===== src/rtl/multi_timer_ip.sv =====
// rtl/multi_timer_ip.sv - multi-channel prescaled down-counting timer with PWM outputs
// Shared sticky status, interrupt mask and synchronous restart across all channels.
module multi_timer_ip #(
   parameter int  NUM_CH  = 4,
   parameter int  CNT_W   = 32,
   parameter int  PRESC_W = 8,
   localparam int CH_W    = (NUM_CH > 1) ? $clog2(NUM_CH) : 1,
   localparam int ADDR_W  = CH_W + 3
) (
   input  logic              clk,
   input  logic              resetn,
   input  logic              sel,
   input  logic              wr_en,
   input  logic              rd_en,
   input  logic [ADDR_W-1:0] addr,
   input  logic [31:0]       wdata,
   output logic [31:0]       rdata,
   output logic [NUM_CH-1:0] timeout_o,
   output logic [NUM_CH-1:0] pwm_o,
   output logic              irq_o
);

   logic               page;
   logic [CH_W-1:0]    ch_idx;
   logic [1:0]         reg_sel;
   logic               wr;
   logic               rd;
   logic [NUM_CH-1:0]  start;
   logic [NUM_CH-1:0]  clear;
   logic [NUM_CH-1:0]  en;
   logic [NUM_CH-1:0]  mode;
   logic [NUM_CH-1:0]  presc_en;
   logic [NUM_CH-1:0]  pwm_en;
   logic [NUM_CH-1:0]  expire;
   logic [NUM_CH-1:0]  status;
   logic [NUM_CH-1:0]  irq_en;
   logic [PRESC_W-1:0] div   [NUM_CH];
   logic [CNT_W-1:0]   load  [NUM_CH];
   logic [CNT_W-1:0]   value [NUM_CH];
   logic [CNT_W-1:0]   cmp   [NUM_CH];
   logic [31:0]        rd_val;

   assign page    = addr[ADDR_W-1];
   assign ch_idx  = addr[ADDR_W-2:2];
   assign reg_sel = addr[1:0];
   assign wr      = sel && wr_en;
   assign rd      = sel && rd_en;
   assign start   = (wr && page && reg_sel == 2'd2) ? wdata[NUM_CH-1:0] : '0;
   assign clear   = (wr && page && reg_sel == 2'd0) ? wdata[NUM_CH-1:0] : '0;
   assign irq_o   = |(status & irq_en);

   for (genvar i = 0; i < NUM_CH; i++) begin : g_ch
      logic               sel_ch;
      logic               ctrl_wr;
      logic               stop;
      logic               hit;
      logic               run;
      logic               tick;
      logic               en_q;
      logic               mode_q;
      logic               presc_en_q;
      logic               pwm_en_q;
      logic [PRESC_W-1:0] div_q;
      logic [PRESC_W-1:0] pcnt;
      logic [CNT_W-1:0]   load_q;
      logic [CNT_W-1:0]   value_q;
      logic [CNT_W-1:0]   cmp_q;

      assign sel_ch    = wr && !page && ch_idx == CH_W'(i);
      assign ctrl_wr   = sel_ch && reg_sel == 2'd0;
      assign stop      = ctrl_wr && !wdata[0];
      assign hit       = !presc_en_q || pcnt == div_q;
      // A restart or an EN-clearing write in the same cycle swallows the tick.
      assign run       = en_q && !stop && !start[i];
      assign tick      = run && hit;
      assign expire[i] = tick && value_q == CNT_W'(1);

      always_ff @(posedge clk) begin
         if (!resetn) begin
            en_q       <= 1'b0;
            mode_q     <= 1'b0;
            presc_en_q <= 1'b0;
            pwm_en_q   <= 1'b0;
            div_q      <= '0;
            pcnt       <= '0;
            load_q     <= '0;
            value_q    <= '0;
            cmp_q      <= '0;
         end else begin
            if (ctrl_wr) begin
               en_q       <= wdata[0];
               mode_q     <= wdata[1];
               presc_en_q <= wdata[2];
               pwm_en_q   <= wdata[3];
               div_q      <= wdata[8 +: PRESC_W];
            end
            if (sel_ch && reg_sel == 2'd1) load_q <= wdata[CNT_W-1:0];
            if (sel_ch && reg_sel == 2'd3) cmp_q <= wdata[CNT_W-1:0];
            if (expire[i] && !mode_q) en_q <= 1'b0;
            pcnt <= (run && !hit) ? pcnt + PRESC_W'(1) : '0;
            if (!en_q || start[i]) begin
               value_q <= load_q;
            end else if (tick) begin
               if (value_q == CNT_W'(1)) value_q <= mode_q ? load_q : '0;
               else if (value_q != '0) value_q <= value_q - CNT_W'(1);
            end
         end
      end

      assign en[i]       = en_q;
      assign mode[i]     = mode_q;
      assign presc_en[i] = presc_en_q;
      assign pwm_en[i]   = pwm_en_q;
      assign div[i]      = div_q;
      assign load[i]     = load_q;
      assign value[i]    = value_q;
      assign cmp[i]      = cmp_q;
      assign pwm_o[i]    = en_q && pwm_en_q && (value_q <= cmp_q);
   end

   always_comb begin
      rd_val = '0;
      if (page) begin
         case (reg_sel)
            2'd0:    rd_val[NUM_CH-1:0] = status;
            2'd1:    rd_val[NUM_CH-1:0] = irq_en;
            default: ;
         endcase
      end else begin
         for (int i = 0; i < NUM_CH; i++) begin
            if (ch_idx == CH_W'(i)) begin
               case (reg_sel)
                  2'd0: begin
                     rd_val[3:0]         = {pwm_en[i], presc_en[i], mode[i], en[i]};
                     rd_val[8 +: PRESC_W] = div[i];
                  end
                  2'd1:    rd_val[CNT_W-1:0] = load[i];
                  2'd2:    rd_val[CNT_W-1:0] = value[i];
                  default: rd_val[CNT_W-1:0] = cmp[i];
               endcase
            end
         end
      end
   end

   always_ff @(posedge clk) begin
      if (!resetn) begin
         status    <= '0;
         irq_en    <= '0;
         timeout_o <= '0;
         rdata     <= '0;
      end else begin
         // Expiry wins over a same-cycle write-one-to-clear.
         status    <= (status & ~clear) | expire;
         timeout_o <= expire;
         if (wr && page && reg_sel == 2'd1) irq_en <= wdata[NUM_CH-1:0];
         if (rd) rdata <= rd_val;
      end
   end

endmodule

===== config.mk =====
export PLATFORM = sky130hd
export DESIGN_NAME = multi_timer_ip
export DESIGN_NICKNAME = d
export VERILOG_FILES = /design/src/rtl/multi_timer_ip.sv
export SDC_FILE = /design/constraint.sdc
export NUM_CORES = 2
export LEC_CHECK = 0
export CELL_PAD_IN_SITES_DETAIL_PLACEMENT = 0
export CELL_PAD_IN_SITES_GLOBAL_PLACEMENT = 1
export CORE_MARGIN = 1.5
export CORE_UTILIZATION = 43
export DETAILED_ROUTE_END_ITERATION = 16
export MAX_ROUTING_LAYER = met4
export PLACE_DENSITY = 0.7
export SLEW_MARGIN = 20
export SYNTH_ARGS = -nofsm -noshare
export SYNTH_HDL_FRONTEND = slang
export SYNTH_SLANG_ARGS = --single-unit

===== constraint.sdc =====
create_clock -name clk -period 3.3 [get_ports clk]
set_input_delay 0.66 -clock clk [delete_from_list [all_inputs] [get_ports clk]]
set_output_delay 0.66 -clock clk [all_outputs]
set_load 0.02 [all_outputs]

==> impl_metrics.xml <==
<?xml version="1.0" encoding="UTF-8"?>
<metrics>
  <group name="clocking">
    <metric name="clk_latency" unit="ns">0.66</metric>
    <metric name="tritoncts.num_buffers" unit="">59</metric>
    <metric name="clk_pin_slew_worst_paths" unit="ns">0.06</metric>
    <metric name="clockRootBuffer" unit="">sky130_fd_sc_hd__clkbuf_16</metric>
    <metric name="htreeDepth" unit="">2</metric>
    <metric name="clockBufferDepth" unit="">3</metric>
    <metric name="post_cts_hold_buffer_count" unit="">0</metric>
    <metric name="cts.sink_count" unit="">508</metric>
    <metric name="tritoncts" unit="">built</metric>
  </group>
  <group name="logic_synthesis">
    <metric name="synthFlopType" unit="">sky130_fd_sc_hd__dfxtp_1</metric>
    <metric name="synth_cell_types" unit="">80</metric>
    <metric name="number_of_synthesized_flops_with_an_enable_pin" unit="">0</metric>
    <metric name="synth-async-reset-ratio" unit="%">0</metric>
    <metric name="syn-instance-count" unit="">3664</metric>
    <metric name="postSynthAreaPerCell" unit="um2">7.97</metric>
    <metric name="yosys_warnings" unit="">0</metric>
    <metric name="synth_sequential_area_ratio" unit="%">34.8</metric>
    <metric name="number_of_nets_produced_by_synthesis" unit="">3846</metric>
    <metric name="synth_area" unit="um2">29200</metric>
    <metric name="synth_seq_cells" unit="">508</metric>
  </group>
  <group name="timing">
    <metric name="timing.final.setup_violations" unit="">3</metric>
    <metric name="clock.fmax" unit="MHz">274</metric>
    <metric name="skew" unit="ns">0.0219</metric>
    <metric name="fin_tns_setup" unit="ns">-0.416</metric>
    <metric name="pins_over_slew_limit" unit="">0</metric>
    <metric name="min_period" unit="ns">3.65</metric>
    <metric name="final.setup.worst_slack" unit="ns">-0.352</metric>
    <metric name="slew_headroom" unit="%">17.7</metric>
    <metric name="hold_viol_final" unit="">0</metric>
    <metric name="grt_setup_unrepaired" unit="">yes</metric>
    <metric name="worst_slew_pin_slew" unit="ns">1.23</metric>
    <metric name="min_period_over_period" unit="%">111</metric>
  </group>
  <group name="grt">
    <metric name="global_route_wire_length_before_repair" unit="um">192000</metric>
    <metric name="antenna_violations_before_repair" unit="">4</metric>
    <metric name="grt.overflow.total" unit="">0</metric>
    <metric name="gr-usage-all-layers" unit="%">37.9</metric>
    <metric name="first_global_vias" unit="">28000</metric>
    <metric name="grt_max_degree" unit="">92</metric>
  </group>
  <group name="power">
    <metric name="pwr-share-clk" unit="%">47.7</metric>
    <metric name="cellInternalPower" unit="mW">10.9</metric>
    <metric name="switching_share" unit="%">26.8</metric>
    <metric name="pwr-share-comb" unit="%">10.8</metric>
    <metric name="p_switching" unit="mW">4.01</metric>
    <metric name="vdd_drop_max" unit="mV">0.390</metric>
    <metric name="p_per_area" unit="nW/um2">421</metric>
    <metric name="pwr-share-seq" unit="%">41.5</metric>
    <metric name="cellLeakagePower" unit="nW">13.3</metric>
  </group>
  <group name="placed_design">
    <metric name="placed_area" unit="um2">33000</metric>
    <metric name="io_buffers" unit="">82</metric>
    <metric name="finalWeightedCongestion" unit="">1.03</metric>
    <metric name="hpwl" unit="um">93800</metric>
  </group>
  <group name="die">
    <metric name="io_pins" unit="">83</metric>
    <metric name="full_die_area" unit="um2">69500</metric>
    <metric name="die-width" unit="um">264</metric>
    <metric name="fp-row-count" unit="">95</metric>
    <metric name="core_area" unit="um2">67200</metric>
    <metric name="floorplan.die.height" unit="um">264</metric>
    <metric name="start_util" unit="%">43.5</metric>
  </group>
  <group name="detailed_routing">
    <metric name="antenna_violating_nets_post_route" unit="">0</metric>
    <metric name="vias_per_cell" unit="">6.27</metric>
    <metric name="via_count" unit="">30100</metric>
    <metric name="post-route-drc-count" unit="">0</metric>
    <metric name="dr.first_iter.drc_count" unit="">3414</metric>
    <metric name="dr.pass1.iters" unit="">6</metric>
    <metric name="wire_per_inst" unit="um">27.5</metric>
    <metric name="routed_wire_length" unit="um">132000</metric>
  </group>
  <group name="layout">
    <metric name="area.sequential" unit="um2">10200</metric>
    <metric name="final_design_area_excluding_fillers" unit="um2">35500</metric>
    <metric name="finish.net_count" unit="">4051</metric>
    <metric name="areaGrowthSynthToFinish" unit="%">21.7</metric>
    <metric name="multi_input_gate_area" unit="um2">17800</metric>
    <metric name="layout_commonest_cell" unit="">sky130_fd_sc_hd__nand2_1</metric>
    <metric name="fraction_of_layout_instances_using_a_drive_strength_above_1" unit="%">18.0</metric>
    <metric name="fillCellCount" unit="">6339</metric>
    <metric name="mostFrequentLayoutCells" unit="">sky130_fd_sc_hd__nand2_1, sky130_fd_sc_hd__dfxtp_1, sky130_fd_sc_hd__a21oi_1</metric>
  </group>
  <group name="critical_path">
    <metric name="timing.critical_path.arrival" unit="ns">2.99</metric>
    <metric name="crit_fanout" unit="">2</metric>
    <metric name="cp.required" unit="ns">2.64</metric>
    <metric name="crit_type" unit="">reg -&gt; out</metric>
    <metric name="setup.worst_path.start_class" unit="">register</metric>
    <metric name="worst_setup_path_end_kind" unit="">output pin</metric>
  </group>
  <group name="job">
    <metric name="number_of_max_cap_violations" unit="">0</metric>
  </group>
  <group name="outcome">
    <metric name="failing_checks" unit="">setup timing</metric>
    <metric name="run_status" unit="">finished, violations left</metric>
  </group>
  <group name="min_path">
    <metric name="worst_hold_path_type" unit="">reg -&gt; reg</metric>
  </group>
</metrics>
-- power by group through the flow --
| stage | Clock (mW) | Combinational, mW | Sequential, mW |
|---|---|---|---|
| 2_1_floorplan | 0 | 0.797 | 6.34 |
| 3_3_place_gp | 0 | 1.53 | 6.34 |
| 3_5_place_dp | 0 | 1.54 | 6.34 |
| 4_1_cts | 7.18 | 1.57 | 6.20 |
| 5_1_grt | 7.41 | 1.68 | 6.20 |
| 6_report | 7.12 | 1.62 | 6.20 |
-- cell type report --
cell class              instances  share of cell area [%]
flip-flops and latches        508                    28.8
clock buffers                  85                    4.97
diodes                          3                  0.0211
multi-input cells            2705                    50.0
well taps                     873                    3.07
inverters                     161                    1.72
clock inverters                24                   0.866
repair buffers                434                    10.6
-- stage by stage --
step | instances | power (mW) | worst slack (ns) | hold slack (ns) | utilization [%]
6_report | 4793 | 14.9 | -0.352 | 0.456 | 52.9
3_5_place_dp | 4678 | 7.88 | -0.434 | 0.450 | 49.1
4_1_cts | 4789 | 14.9 | -0.377 | 0.458 | 52.7
3_3_place_gp | 4678 | 7.87 | -0.443 | 0.442 | 49.1
5_1_grt | 4793 | 15.3 | -0.461 | 0.471 | 52.9
2_1_floorplan | 3664 | 7.14 | 0.264 | 0.436 | -
-- flip-flops by register name, summed over array words and instances, names as in the netlist --
| register | flops |
|---|---|
| irq_en | 4 |
| g_ch.value_q | 128 |
| g_ch.pcnt | 32 |
| g_ch.load_q | 128 |
| g_ch.cmp_q | 128 |
| g_ch.div_q | 32 |
| rdata | 32 |
| g_ch.en_q | 4 |
| timeout_o | 4 |
| status | 4 |
| g_ch.mode_q | 4 |
| g_ch.presc_en_q | 4 |
| g_ch.pwm_en_q | 4 |
-- repair_timing --
| item | CTS | global route |
|---|---|---|
| gates resized for setup | 102 | 24 |
| setup endpoints to repair | 4 | 4 |
| setup buffers | 3 | 1 |
| pin swaps | 24 | 20 |
-- per-layer routing --
layer | track usage, % | vias up | share of wire (%)
li1 | - | 13700 | -
met5 | - | - | 0
met2 | 59.3 | 1394 | 46
met4 | 14.1 | 0 | 4.0
met1 | 49.4 | 14800 | 42
met3 | 5.82 | 223 | 7.9
-- critical path, stage by stage, from the launching register on --
cell,delay [ns]
sky130_fd_sc_hd__dfxtp_2,0.34
sky130_fd_sc_hd__inv_2,0.04
sky130_fd_sc_hd__ha_4,0.26
sky130_fd_sc_hd__nand4_1,0.21
sky130_fd_sc_hd__nor4_4,0.37
sky130_fd_sc_hd__buf_4,0.16
sky130_fd_sc_hd__nand3_2,0.06
sky130_fd_sc_hd__or3_4,0.37
sky130_fd_sc_hd__o2111ai_4,0.22
sky130_fd_sc_hd__o41ai_4,0.13
sky130_fd_sc_hd__buf_4,0.17
-- logic make-up after synthesis --
kind of cell	after synthesis	synth area share, %
muxes	197	8.36
and+or+nand+nor	1279	19.4
buffers and inverters	451	6.03
xor gates and xnor gates	75	2.25
AOI/OAI and AO/OA	1014	23.1
adders and majority gates	140	6.00
DFF	508	34.8
-- Yosys cell counts, types with 12 or more instances --
master | count | area [um2]
sky130_fd_sc_hd__o21a_1 | 21 | 158
sky130_fd_sc_hd__o31ai_1 | 29 | 218
sky130_fd_sc_hd__inv_1 | 160 | 601
sky130_fd_sc_hd__clkbuf_2 | 20 | 100
sky130_fd_sc_hd__and3_1 | 19 | 119
sky130_fd_sc_hd__or3_1 | 19 | 119
sky130_fd_sc_hd__xor2_1 | 49 | 429
sky130_fd_sc_hd__dfxtp_1 | 508 | 10200
sky130_fd_sc_hd__or4_1 | 12 | 90.1
sky130_fd_sc_hd__nand2b_1 | 13 | 81.3
sky130_fd_sc_hd__a32o_1 | 39 | 390
sky130_fd_sc_hd__nand4_1 | 51 | 319
sky130_fd_sc_hd__o22ai_1 | 34 | 213
sky130_fd_sc_hd__nor2b_1 | 15 | 93.8
sky130_fd_sc_hd__a22oi_1 | 89 | 668
sky130_fd_sc_hd__and2_1 | 20 | 125
sky130_fd_sc_hd__a221oi_1 | 53 | 464
sky130_fd_sc_hd__o32ai_1 | 45 | 394
sky130_fd_sc_hd__nand3_1 | 43 | 215
sky130_fd_sc_hd__clkbuf_1 | 226 | 848
sky130_fd_sc_hd__nor3_1 | 66 | 330
sky130_fd_sc_hd__a22o_1 | 14 | 123
sky130_fd_sc_hd__o211ai_1 | 20 | 150
sky130_fd_sc_hd__a21o_1 | 25 | 188
sky130_fd_sc_hd__nor4_1 | 48 | 300
sky130_fd_sc_hd__a32oi_1 | 32 | 280
sky130_fd_sc_hd__buf_2 | 22 | 110
sky130_fd_sc_hd__mux4_2 | 29 | 653
sky130_fd_sc_hd__mux2i_1 | 82 | 821
sky130_fd_sc_hd__nand2_1 | 695 | 2610
sky130_fd_sc_hd__buf_1 | 20 | 75.1
sky130_fd_sc_hd__xnor2_1 | 26 | 228
sky130_fd_sc_hd__a211oi_1 | 44 | 330
sky130_fd_sc_hd__a21oi_1 | 419 | 2100
sky130_fd_sc_hd__mux2_2 | 86 | 968
sky130_fd_sc_hd__o21ai_0 | 61 | 305
sky130_fd_sc_hd__and4_1 | 12 | 105
sky130_fd_sc_hd__ha_1 | 140 | 1750
sky130_fd_sc_hd__a2bb2oi_1 | 25 | 219
sky130_fd_sc_hd__nor2_1 | 232 | 871
-- final timing paths --
| check | from | to | slack [ns] | depth (start not counted) |
|---|---|---|---|---|
| worst min register to register | g_ch[3].cmp_q[4] | g_ch[3].cmp_q[4] | 0.46 | 2 |
| worst max register to register | g_ch[0].value_q[14] | g_ch[0].value_q[27] | 0.24 | 6 |
| worst min-delay path | g_ch[3].cmp_q[4] | g_ch[3].cmp_q[4] | 0.46 | 2 |
| worst max-delay path | g_ch[2].cmp_q[17] | pwm_o[2] | -0.35 | 10 |
Note: power is estimated with default switching activity, not from simulation.
